==> src/rtl/global_position_integrator_pkg.sv <==
// Shared types and constants for the global pose integrator: FSM encoding,
// fixed-point limits and the default sample-period coefficients.
package global_position_integrator_pkg;

  typedef enum logic [2:0] {
    ST_IDLE,
    ST_MUL_X,
    ST_MUL_Y,
    ST_MUL_T,
    ST_ACCUM,
    ST_WRAP,
    ST_DONE
  } state_t;

  localparam int unsigned THETA_FULL_Q15   = 32'd11796480;
  localparam int unsigned SM_MAX           = 32'h7FFF_FFFF;
  localparam int          DT_Q_DEFAULT     = 328;
  localparam int          DT_DEG_Q_DEFAULT = 18775;

endpackage

==> src/rtl/global_position_integrator_seq_qmult_sm.sv <==
// Sign-magnitude shift-add Q multiplier: N_WIDTH cycles from start to done, operands held by caller;
// a new start (or flush) always wins over an operation in flight.
module global_position_integrator_seq_qmult_sm #(
  parameter int N_WIDTH = 32,
  parameter int Q_WIDTH = 15
) (
  input  logic               clk_i,
  input  logic               rst_i,
  input  logic               flush_i,
  input  logic               start_i,
  input  logic [N_WIDTH-1:0] a_i,
  input  logic [N_WIDTH-1:0] b_i,
  output logic               done_o,
  output logic [N_WIDTH-1:0] p_o
);

  localparam int PW = 2 * (N_WIDTH - 1);
  localparam int CW = $clog2(N_WIDTH);

  logic          busy_q;
  logic [CW-1:0] cnt_q;
  logic [PW-1:0] acc_q, acc_d;
  logic [CW-1:0] bit_idx;
  logic [PW-1:0] addend;
  logic [PW-1:0] shifted;
  logic          sat;
  logic [N_WIDTH-2:0] mag;
  logic          last;

  // MSB-first over the magnitude bits; the final count is a settle cycle that presents the result.
  assign last    = (cnt_q == CW'(N_WIDTH - 1));
  assign bit_idx = CW'(N_WIDTH - 2) - cnt_q;
  assign addend  = b_i[bit_idx] ? {{(PW-N_WIDTH+1){1'b0}}, a_i[N_WIDTH-2:0]} : '0;
  assign acc_d   = {acc_q[PW-2:0], 1'b0} + addend;

  assign shifted = acc_q >> Q_WIDTH;
  assign sat     = |shifted[PW-1:N_WIDTH-1];
  assign mag     = sat ? {(N_WIDTH-1){1'b1}} : shifted[N_WIDTH-2:0];
  assign p_o     = {(a_i[N_WIDTH-1] ^ b_i[N_WIDTH-1]) & (|mag), mag};
  assign done_o  = busy_q & last;

  always_ff @(posedge clk_i) begin
    if (rst_i || flush_i) begin
      busy_q <= 1'b0;
      cnt_q  <= '0;
      acc_q  <= '0;
    end else if (start_i) begin
      busy_q <= 1'b1;
      cnt_q  <= '0;
      acc_q  <= '0;
    end else if (busy_q) begin
      if (last) begin
        busy_q <= 1'b0;
      end else begin
        acc_q <= acc_d;
        cnt_q <= cnt_q + CW'(1);
      end
    end
  end

endmodule

==> src/rtl/global_position_integrator.sv <==
// Integrates global vx/vy/wz over one sample into pose x, y, theta; DONE 99 cycles after READY is taken.
// READY is only accepted in IDLE (never queued); CLEAR aborts a step and zeroes the pose.
module global_position_integrator
  import global_position_integrator_pkg::*;
#(
  parameter int N_WIDTH  = 32,
  parameter int Q_WIDTH  = 15,
  parameter int DT_Q     = DT_Q_DEFAULT,
  parameter int DT_DEG_Q = DT_DEG_Q_DEFAULT
) (
  input  logic               GLOBAL_POSITION_CLOCK_50,
  input  logic               GLOBAL_POSITION_RESET_InHigh,
  input  logic               GLOBAL_POSITION_READY_In,
  input  logic               GLOBAL_POSITION_CLEAR_In,
  input  logic [N_WIDTH-1:0] GLOBAL_POSITION_VX_InBus,
  input  logic [N_WIDTH-1:0] GLOBAL_POSITION_VY_InBus,
  input  logic [N_WIDTH-1:0] GLOBAL_POSITION_WZ_InBus,
  output logic               GLOBAL_POSITION_DONE_Out,
  output logic               GLOBAL_POSITION_BUSY_Out,
  output logic [N_WIDTH-1:0] GLOBAL_POSITION_X_OutBus,
  output logic [N_WIDTH-1:0] GLOBAL_POSITION_Y_OutBus,
  output logic [N_WIDTH-1:0] GLOBAL_POSITION_THETA_OutBus,
  output logic               GLOBAL_POSITION_OVERFLOW_Out
);

  localparam logic signed [N_WIDTH:0] MAX_S  = (N_WIDTH+1)'(SM_MAX);
  localparam logic signed [N_WIDTH:0] FULL_S = (N_WIDTH+1)'(THETA_FULL_Q15);

  state_t state_q, state_d;
  logic [N_WIDTH-1:0] vx_q, vy_q, wz_q, dx_q, dy_q, dth_q;
  logic [N_WIDTH-1:0] x_q, y_q, th_q, x_acc_q, y_acc_q;
  logic signed [N_WIDTH:0] th_acc_q, th_wrap, x_sum, y_sum;
  logic [N_WIDTH:0] x_res, y_res;
  logic ovf_q, ovf_acc_q;
  logic mul_start, mul_done;
  logic [N_WIDTH-1:0] mul_a, mul_b, mul_p;
  logic th_wrap_unused;

  function automatic logic signed [N_WIDTH:0] sm_to_tc(input logic [N_WIDTH-1:0] v);
    logic signed [N_WIDTH:0] m;
    m = {2'b00, v[N_WIDTH-2:0]};
    return v[N_WIDTH-1] ? -m : m;
  endfunction

  // Returns {saturated, sign-magnitude}; a zero result always carries a positive sign.
  function automatic logic [N_WIDTH:0] tc_to_sm_sat(input logic signed [N_WIDTH:0] s);
    logic signed [N_WIDTH:0] m;
    logic [N_WIDTH:0] r;
    m = s[N_WIDTH] ? -s : s;
    if (s > MAX_S || s < -MAX_S) r = {1'b1, s[N_WIDTH], {(N_WIDTH-1){1'b1}}};
    else                         r = {1'b0, s[N_WIDTH], m[N_WIDTH-2:0]};
    return r;
  endfunction

  always_comb begin
    state_d   = state_q;
    mul_start = 1'b0;
    unique case (state_q)
      ST_IDLE:  if (GLOBAL_POSITION_READY_In) begin state_d = ST_MUL_X; mul_start = 1'b1; end
      ST_MUL_X: if (mul_done) begin state_d = ST_MUL_Y; mul_start = 1'b1; end
      ST_MUL_Y: if (mul_done) begin state_d = ST_MUL_T; mul_start = 1'b1; end
      ST_MUL_T: if (mul_done) state_d = ST_ACCUM;
      ST_ACCUM: state_d = ST_WRAP;
      ST_WRAP:  state_d = ST_DONE;
      ST_DONE:  state_d = ST_IDLE;
      default:  state_d = ST_IDLE;
    endcase
  end

  assign mul_a = (state_q == ST_MUL_Y) ? vy_q : (state_q == ST_MUL_T) ? wz_q : vx_q;
  assign mul_b = (state_q == ST_MUL_T) ? N_WIDTH'(DT_DEG_Q) : N_WIDTH'(DT_Q);

  global_position_integrator_seq_qmult_sm #(.N_WIDTH(N_WIDTH), .Q_WIDTH(Q_WIDTH)) u_seq_qmult_sm (
    .clk_i   (GLOBAL_POSITION_CLOCK_50),
    .rst_i   (GLOBAL_POSITION_RESET_InHigh),
    .flush_i (GLOBAL_POSITION_CLEAR_In),
    .start_i (mul_start),
    .a_i     (mul_a),
    .b_i     (mul_b),
    .done_o  (mul_done),
    .p_o     (mul_p)
  );

  assign x_sum = sm_to_tc(x_q) + sm_to_tc(dx_q);
  assign y_sum = sm_to_tc(y_q) + sm_to_tc(dy_q);
  assign x_res = tc_to_sm_sat(x_sum);
  assign y_res = tc_to_sm_sat(y_sum);

  // One correction suffices because a single step never turns more than a full circle.
  always_comb begin
    th_wrap = th_acc_q;
    if (th_acc_q >= FULL_S)    th_wrap = th_acc_q - FULL_S;
    else if (th_acc_q[N_WIDTH]) th_wrap = th_acc_q + FULL_S;
  end
  assign th_wrap_unused = th_wrap[N_WIDTH];

  always_ff @(posedge GLOBAL_POSITION_CLOCK_50) begin
    if (GLOBAL_POSITION_RESET_InHigh || GLOBAL_POSITION_CLEAR_In) begin
      state_q   <= ST_IDLE;
      {vx_q, vy_q, wz_q}     <= '0;
      {dx_q, dy_q, dth_q}    <= '0;
      {x_acc_q, y_acc_q}     <= '0;
      th_acc_q  <= '0;
      ovf_acc_q <= 1'b0;
      {x_q, y_q, th_q}       <= '0;
      ovf_q     <= 1'b0;
    end else begin
      state_q <= state_d;
      if (state_q == ST_IDLE && GLOBAL_POSITION_READY_In) begin
        vx_q <= GLOBAL_POSITION_VX_InBus;
        vy_q <= GLOBAL_POSITION_VY_InBus;
        wz_q <= GLOBAL_POSITION_WZ_InBus;
      end
      if (mul_done && state_q == ST_MUL_X) dx_q  <= mul_p;
      if (mul_done && state_q == ST_MUL_Y) dy_q  <= mul_p;
      if (mul_done && state_q == ST_MUL_T) dth_q <= mul_p;
      if (state_q == ST_ACCUM) begin
        x_acc_q   <= x_res[N_WIDTH-1:0];
        y_acc_q   <= y_res[N_WIDTH-1:0];
        ovf_acc_q <= ovf_q | x_res[N_WIDTH] | y_res[N_WIDTH];
        th_acc_q  <= sm_to_tc(th_q) + sm_to_tc(dth_q);
      end
      if (state_q == ST_WRAP) begin
        x_q   <= x_acc_q;
        y_q   <= y_acc_q;
        th_q  <= th_wrap[N_WIDTH-1:0];
        ovf_q <= ovf_acc_q;
      end
    end
  end

  assign GLOBAL_POSITION_DONE_Out     = (state_q == ST_DONE);
  assign GLOBAL_POSITION_BUSY_Out     = (state_q != ST_IDLE);
  assign GLOBAL_POSITION_X_OutBus     = x_q;
  assign GLOBAL_POSITION_Y_OutBus     = y_q;
  assign GLOBAL_POSITION_THETA_OutBus = th_q;
  assign GLOBAL_POSITION_OVERFLOW_Out = ovf_q;

endmodule

==> config.mk <==
export PLATFORM = sky130hd
export DESIGN_NAME = global_position_integrator
export DESIGN_NICKNAME = d
export VERILOG_FILES = /design/src/rtl/global_position_integrator_pkg.sv /design/src/rtl/global_position_integrator_seq_qmult_sm.sv /design/src/rtl/global_position_integrator.sv
export SDC_FILE = /design/constraint.sdc
export NUM_CORES = 2
export LEC_CHECK = 0
export ABC_AREA = 1
export CORE_UTILIZATION = 49
export DETAILED_ROUTE_END_ITERATION = 10
export PLACE_DENSITY = 0.7
export SYNTH_ARGS = -nofsm -noshare
export SYNTH_HDL_FRONTEND = slang
export SYNTH_SLANG_ARGS = --single-unit
export TNS_END_PERCENT = 100
==> constraint.sdc <==
create_clock -name GLOBAL_POSITION_CLOCK_50 -period 7.9 [get_ports GLOBAL_POSITION_CLOCK_50]
set_clock_uncertainty 0.1 [all_clocks]
set_input_delay 1.185 -clock GLOBAL_POSITION_CLOCK_50 [delete_from_list [all_inputs] [get_ports GLOBAL_POSITION_CLOCK_50]]
set_output_delay 1.185 -clock GLOBAL_POSITION_CLOCK_50 [all_outputs]
set_load 0.01 [all_outputs]
### Word level (Yosys, flattened, before mapping)

Index checks and enable logic that the tools add are counted.

* register bits after elaboration: 458
* output and inout bits: 99
* logic and storage cells: 102

* add/subtract/negate cells: 16
* $lt $le $gt $ge: 6
* equality and inequality tests: 11
* muxes and demuxes: 30
* bitwise operators: 6
* reduce and logical (&&, ||, !) cells: 15

Operators by type and width (number)
* 33-bit 2-to-1 mux: 8
* 31-bit negation with 33-bit output: 6
* 32-bit 2-to-1 mux: 4
* 31-bit 2-to-1 mux: 4
* 33-bit adder: 3
* 33-bit by 32-bit greater-than comparator with 1-bit output, second input constant: 2
* 33-bit by 32-bit less-than comparator with 1-bit output, second input constant: 2
* 62-bit adder: 1
* 31-bit negation: 2
* 33-bit by 25-bit >= comparator with 1-bit output, second input constant: 1
* 32-bit by 25-bit adder with 32-bit output, second input constant: 1
* 32-bit by 25-bit subtractor with 32-bit output, second input constant: 1
* 31-bit OR reduction: 1
* 3-bit case mux with 6 select lines: 1
* 16-bit OR reduction: 1
* 15-bit 2-to-1 mux: 1
* 3-bit 2-to-1 mux: 4
* 3-bit equality test, second input constant: 3
* 2-bit inequality test, second input constant: 4
* 3-bit by 2-bit equality test with 1-bit output, second input constant: 2
* 5-bit by 6-bit less-than comparator with 1-bit output, second input constant: 1
* 1-bit 2-to-1 mux: 6
* 5-bit by 1-bit adder with 5-bit output, second input constant: 1
* 1-bit binary-select mux with 5-bit select: 1
* other kinds (15): 23

### Depth between registers and ports, before layout

* depth in word-level cells: 8
* depth in mapped cells: 35
* mapped depth without buffers: 35

### Hierarchy

A second synthesis with hierarchy kept.

* cells, all modules: 6003
* area total of the unflattened synthesis: 35793.1 um2

Modules (own cells, without submodules)
* global_position_integrator: times used 1, cells an instance 4645, area each 28573.7 um2
* global_position_integrator_seq_qmult_sm: times used 1, cells an instance 1358, area each 7219.4 um2

### Worst setup path before layout

Ideal clock, no wire load.

* kind: register to register
* from: register state_q[0]
* to: register u_seq_qmult_sm.acc_q[43]
* library setup time: 0.115 ns
* data arrival time: 4.448 ns
* slack: 3.237 ns
* cell stages (with the launch flop): 29
* path buffers: 3
* clock period less this slack: 4.663 ns
* cell sequence: dfxtp_1 inv_1 nor3_1 clkbuf_1 clkbuf_1 ha_1 nand2_1 o211ai_1 nand3_1 o211ai_1 clkbuf_1 a211oi_1 ha_1 inv_1 fa_1 inv_1 nand3_1 nand2_1 a21oi_1 o21ai_1 a21oi_1 o21ai_1 nand2_1 nand2_1 nand2_1 nor2_1 o21ai_0 o21ai_0 inv_1

* cells in the longest elaborated chain, start to end: 6

RTL lines
* from (decl): line global_position_integrator.sv:29 `state_t state_q, state_d;`
* from (signal assigned): line global_position_integrator.sv:108 `state_q <= state_d;`
* 3-bit by 2-bit equality test with 1-bit output: line global_position_integrator.sv:70, global_position_integrator.sv:71
* 15-bit 2-to-1 mux: line global_position_integrator.sv:71 `assign mul_b = (state_q == ST_MUL_T) ? N_WIDTH'(DT_DEG_Q) : N_WIDTH'(DT_Q);`
* 1-bit binary-select mux with 5-bit select: line global_position_integrator_seq_qmult_sm.sv:33 `assign addend = b_i[bit_idx] ? {{(PW-N_WIDTH+1){1'b0}}, a_i[N_WIDTH-2:0]} : '0;`
* 1-bit 2-to-1 mux (implied by the code): line global_position_integrator_seq_qmult_sm.sv:33
* 31-bit 2-to-1 mux: line global_position_integrator_seq_qmult_sm.sv:33
* 62-bit adder: line global_position_integrator_seq_qmult_sm.sv:34 `assign acc_d = {acc_q[PW-2:0], 1'b0} + addend;`
* to (signal assigned): line global_position_integrator_seq_qmult_sm.sv:46 `acc_q <= '0;`
* to (signal assigned): line global_position_integrator_seq_qmult_sm.sv:50 `acc_q <= '0;`
* to (signal assigned): line global_position_integrator_seq_qmult_sm.sv:55 `acc_q <= acc_d;`
* to (decl): line global_position_integrator_seq_qmult_sm.sv:22 `logic [PW-1:0] acc_q, acc_d;`

Several ways; a longest one is shown, not always the timed one. The select of a mux whose other input is x is not followed.
A chain may end at the register's enable or synchronous reset.

### Worst setup path in the final report

* from: register x_q[0] (netlist: GLOBAL_POSITION_X_OutBus[0])
* to: register ovf_acc_q

* cells in the longest elaborated chain, start to end: 8

RTL lines
* from (decl): line global_position_integrator.sv:31 `logic [N_WIDTH-1:0] x_q, y_q, th_q, x_acc_q, y_acc_q;`
* from (signal assigned): line global_position_integrator.sv:124 `x_q <= x_acc_q;`
* 31-bit negation with 33-bit output: line global_position_integrator.sv:42 `return v[N_WIDTH-1] ? -m : m;`
* 33-bit 2-to-1 mux *: line global_position_integrator.sv:42
* 33-bit adder *: line global_position_integrator.sv:84 `assign x_sum = sm_to_tc(x_q) + sm_to_tc(dx_q);`
* 33-bit by 32-bit greater-than comparator with 1-bit output or 33-bit by 32-bit less-than comparator with 1-bit output (tied branches): line global_position_integrator.sv:50 `if (s > MAX_S || s < -MAX_S) r = {1'b1, s[N_WIDTH], {(N_WIDTH-1){1'b1}}};`
* 1-bit logical OR *: line global_position_integrator.sv:50
* 33-bit 2-to-1 mux *: line global_position_integrator.sv:50
* 1-bit bitwise OR * (2 in series): line global_position_integrator.sv:120 `ovf_acc_q <= ovf_q | x_res[N_WIDTH] | y_res[N_WIDTH];`
* to (signal assigned): line global_position_integrator.sv:120
* to (decl): line global_position_integrator.sv:34 `logic ovf_q, ovf_acc_q;`

Every way passes the cells marked *; elsewhere a longest branch is shown, timed or not.

==> summary.txt <==
status -> complete, no violations
Critical Path Source Type -> flip-flop
leading post-synthesis cells by cell area -> dfxtp_1 27%, nand2_1 11%, inv_1 8.9%
register area share after synthesis -> 27.32%
CTS Sinks -> 458
largest family of logic cells by synthesized area -> simple AND/OR/NAND/NOR gates
final wirelength -> 105,300 µm
CTS tree -> yes
cell area after synthesis -> 33,560 µm²
Compound-Gate Fraction of Synth Area -> 19.79%
FMAX -> 171.1 MHz
EDFF count, synth -> 0
sw power -> 1.369 mW
Post-synth top flop -> dfxtp_1
simple-gate share of the synthesized area -> 28.17%
CTS Buf Count -> 51
Slew HR -> 18.26%
Die Width -> 263.7 µm
RSZ-0062 raised after global routing -> no
Core ar. -> 67,510 µm²
Slew Viols, Final -> 0
root buf cell -> clkbuf_16
Synth top area share -> 27.32%
DRC -> 0
ANT nets after route -> 0
nets -> 5,638
Critical Path Most Common Cell -> nor2_1
largest net degree at the start of global routing -> 263
initial antenna violation count -> 1
Synth Area in XOR/XNOR -> 7.827%
Worst Setup Slack, final -> 2.056 ns
HPWL Detailed -> 79,730 µm
Cell Int Power -> 3.984 mW
worst stage delay on the critical path -> 0.77 ns
Ant. Diodes -> 0
Starting DRT DRC Count -> 3,205
I/O pin count -> 199
via count -> 34,170
postcts setup bufs -> 0
final estimated routing congestion in global placement -> 0.9800
vias in the first global route -> 30,770
Worst setup EP type -> flip-flop
CP bufs+invs -> 5
part of the power in registers -> 44.0%
Worst EP arrival -> 6.28 ns
syn_nets -> 5,558
Async SR Flop Fraction -> 0%
Synth Area in Adders -> 5.571%
routed len/inst -> 16.71 µm
largest area contributor in the netlist -> dfxtp_1
pre-CTS setup slack -> 2.114 ns
Setup Total Neg Slack -> 0 ns
Pleak -> 17.58 nW
Layout Cell Area excl Fill -> 37,910 µm²
Starting Density -> 49.70%
H-tree level count -> 2
final critical-path required period -> 5.844 ns
clk slew on worst S/H paths -> 0.06 ns
CTS Hold Bufs -> 0
Worst Max-Slew Pin Slew -> 1.223 ns
pwr/cell area -> 141.2 nW/µm²
max-cap violations -> 0
Setup violations, final -> 0
FILL cells -> 6,823
DRT Pass-1 Iters -> 6
Die ar. -> 69,530 µm²
global-route wire length before repair -> 165,100 µm
Critical Path RT -> 8.34 ns
worst hold path type -> reg -> reg
Synth cell types -> 56
Clk Latency, worst-skew pair -> 0.64 ns
final hold vios -> 0
Clk pwr share -> 48.6%
post-DR vias/cell -> 5.420
# port buffers -> 198
Yosys warning count -> 0
Crit-path slowest cell -> nand2_2
Syn Area/Cell -> 6.318 µm²
Die Y-Extent -> 263.7 µm
CP delay by family, top -> simple AND/OR/NAND/NOR gates
CP Class -> reg -> reg
Final Cycle Share -> 73.97%
Area Overhead vs Synth -> 12.97%
Synth Register Bits -> 458
GRT Util Overall -> 29.24%
Clock Path Buffers -> 3
Logic pwr share -> 7.4%
top post-synthesis cells by count -> 998 x nand2_1, 793 x inv_1, 599 x nor2_1
placed inst area -> 36,090 µm²
switching share of power -> 25.57%
share of cells above drive strength 1 -> 5.064%
total grt overflow -> 0
num rows -> 95
cells after synthesis -> 5,311
Resized cells post-CTS -> 0
post-synthesis mux area share -> 0%
Peak VDD IR -> 0.0001619 V
worst-path fanout max -> 32
top-count cell post-synth -> nand2_1
-- kinds of logic (layout without fill, tap and decap cells) --
| family | count (synthesis) | after routing |
|---|---|---|
| buffers and inverters | 994 | 1114 |
| AO/OA/AOI/OAI | 1214 | 1214 |
| flip-flops | 458 | 458 |
| AND/OR/NAND/NOR | 2199 | 2199 |
| adder cells (fa/ha/maj) | 147 | 147 |
| XOR/XNOR | 299 | 299 |
-- power by group through the flow --
| stage | logic (mW) | clock network (mW) | registers, mW |
|---|---|---|---|
| 2_1_floorplan | 0.212 | 0 | 2.40 |
| 3_3_place_gp | 0.387 | 0 | 2.41 |
| 3_5_place_dp | 0.387 | 0 | 2.41 |
| 4_1_cts | 0.389 | 2.64 | 2.36 |
| 5_1_grt | 0.419 | 2.73 | 2.36 |
| 6_report | 0.395 | 2.60 | 2.36 |
-- worst reg2reg max path, delay by kind of cell, from the launching register on --
kind	cells	cell delay [ns]
AND/OR/NAND/NOR	21	3.95
buffers and inverters	5	0.37
adder cells (fa/ha/maj)	2	0.59
AO/OA/AOI/OAI	2	0.18
flip-flops	1	0.34
XOR/XNOR	1	0.19
-- layout by cell type (no fill, tap or decap), drive strengths merged, types with 8 or more instances in the layout --
cell,n
o21bai,12
buf,24
inv,801
nand4,71
nor2,654
a211oi,61
clkbuf,63
o31ai,18
dfxtp,458
a21o,11
nand2,1027
or2,14
xnor2,61
ha,143
a21oi,524
xor2,238
nand3,279
a31oi,23
nor4,36
bufinv,8
o211ai,25
nand3b,15
clkdlybuf4s50,198
nor3,94
o21ai,508
clkinv,19
-- stage by stage --
step                      utilization, %  hold slack, ns  total power, mW  cells
final                              56.15          0.3514            5.352   6304
after global routing               56.15          0.3690            5.512   6304
after CTS                          56.15          0.3543            5.386   6304
after detailed placement           53.45          0.3446            2.795   6211
after global placement             53.45          0.3395            2.794   6211
after floorplan                        -          0.3299            2.615   5311
-- worst paths after layout --
path         depth (start not counted)                                      from                     end  slack (ns)
min                                  2                     vy_q[12]$_SDFFE_PP0P_   vy_q[12]$_SDFFE_PP0P_        0.35
max                                 31  GLOBAL_POSITION_X_OutBus[0]$_SDFFE_PP0P_  ovf_acc_q$_SDFFE_PP0N_        2.06
min reg2reg                          2                     vy_q[12]$_SDFFE_PP0P_   vy_q[12]$_SDFFE_PP0P_        0.35
max reg2reg                         31  GLOBAL_POSITION_X_OutBus[0]$_SDFFE_PP0P_  ovf_acc_q$_SDFFE_PP0N_        2.06
-- layer usage --
metal  up-vias  GRT usage (%)  share of wire (%)
met5         -              0                  0
met4         0          7.302                2.3
met3       140          2.573                5.3
met2       931          48.57                 46
met1     15670          40.63                 46
li1      17430              -                  -
-- sequential cells by signal (all words and copies together), names as in the netlist --
signal and flops:
y_acc_q 32, u_seq_qmult_sm.cnt_q 5, state_q 3, dx_q 32
th_acc_q 33, GLOBAL_POSITION_Y_OutBus 32, GLOBAL_POSITION_X_OutBus 32, GLOBAL_POSITION_THETA_OutBus 32
ovf_acc_q 1, wz_q 32, GLOBAL_POSITION_OVERFLOW_Out 1, u_seq_qmult_sm.acc_q 62
dy_q 32, x_acc_q 32, vy_q 32, vx_q 32
u_seq_qmult_sm.busy_q 1, dth_q 32
-- area by class of cell --
cell class / instances / area, µm² / share of cell area [%]
tap: 873 / 1092 / 2.881
inverter: 799 / 3002 / 7.918
sequential: 458 / 9169 / 24.19
clock buffer: 63 / 1391 / 3.670
timing repair buffer: 222 / 2175 / 5.736
multi-input combinational: 3859 / 20650 / 54.48
clock inverter: 30 / 429.2 / 1.132
Note: power is estimated with default switching activity, not from simulation.
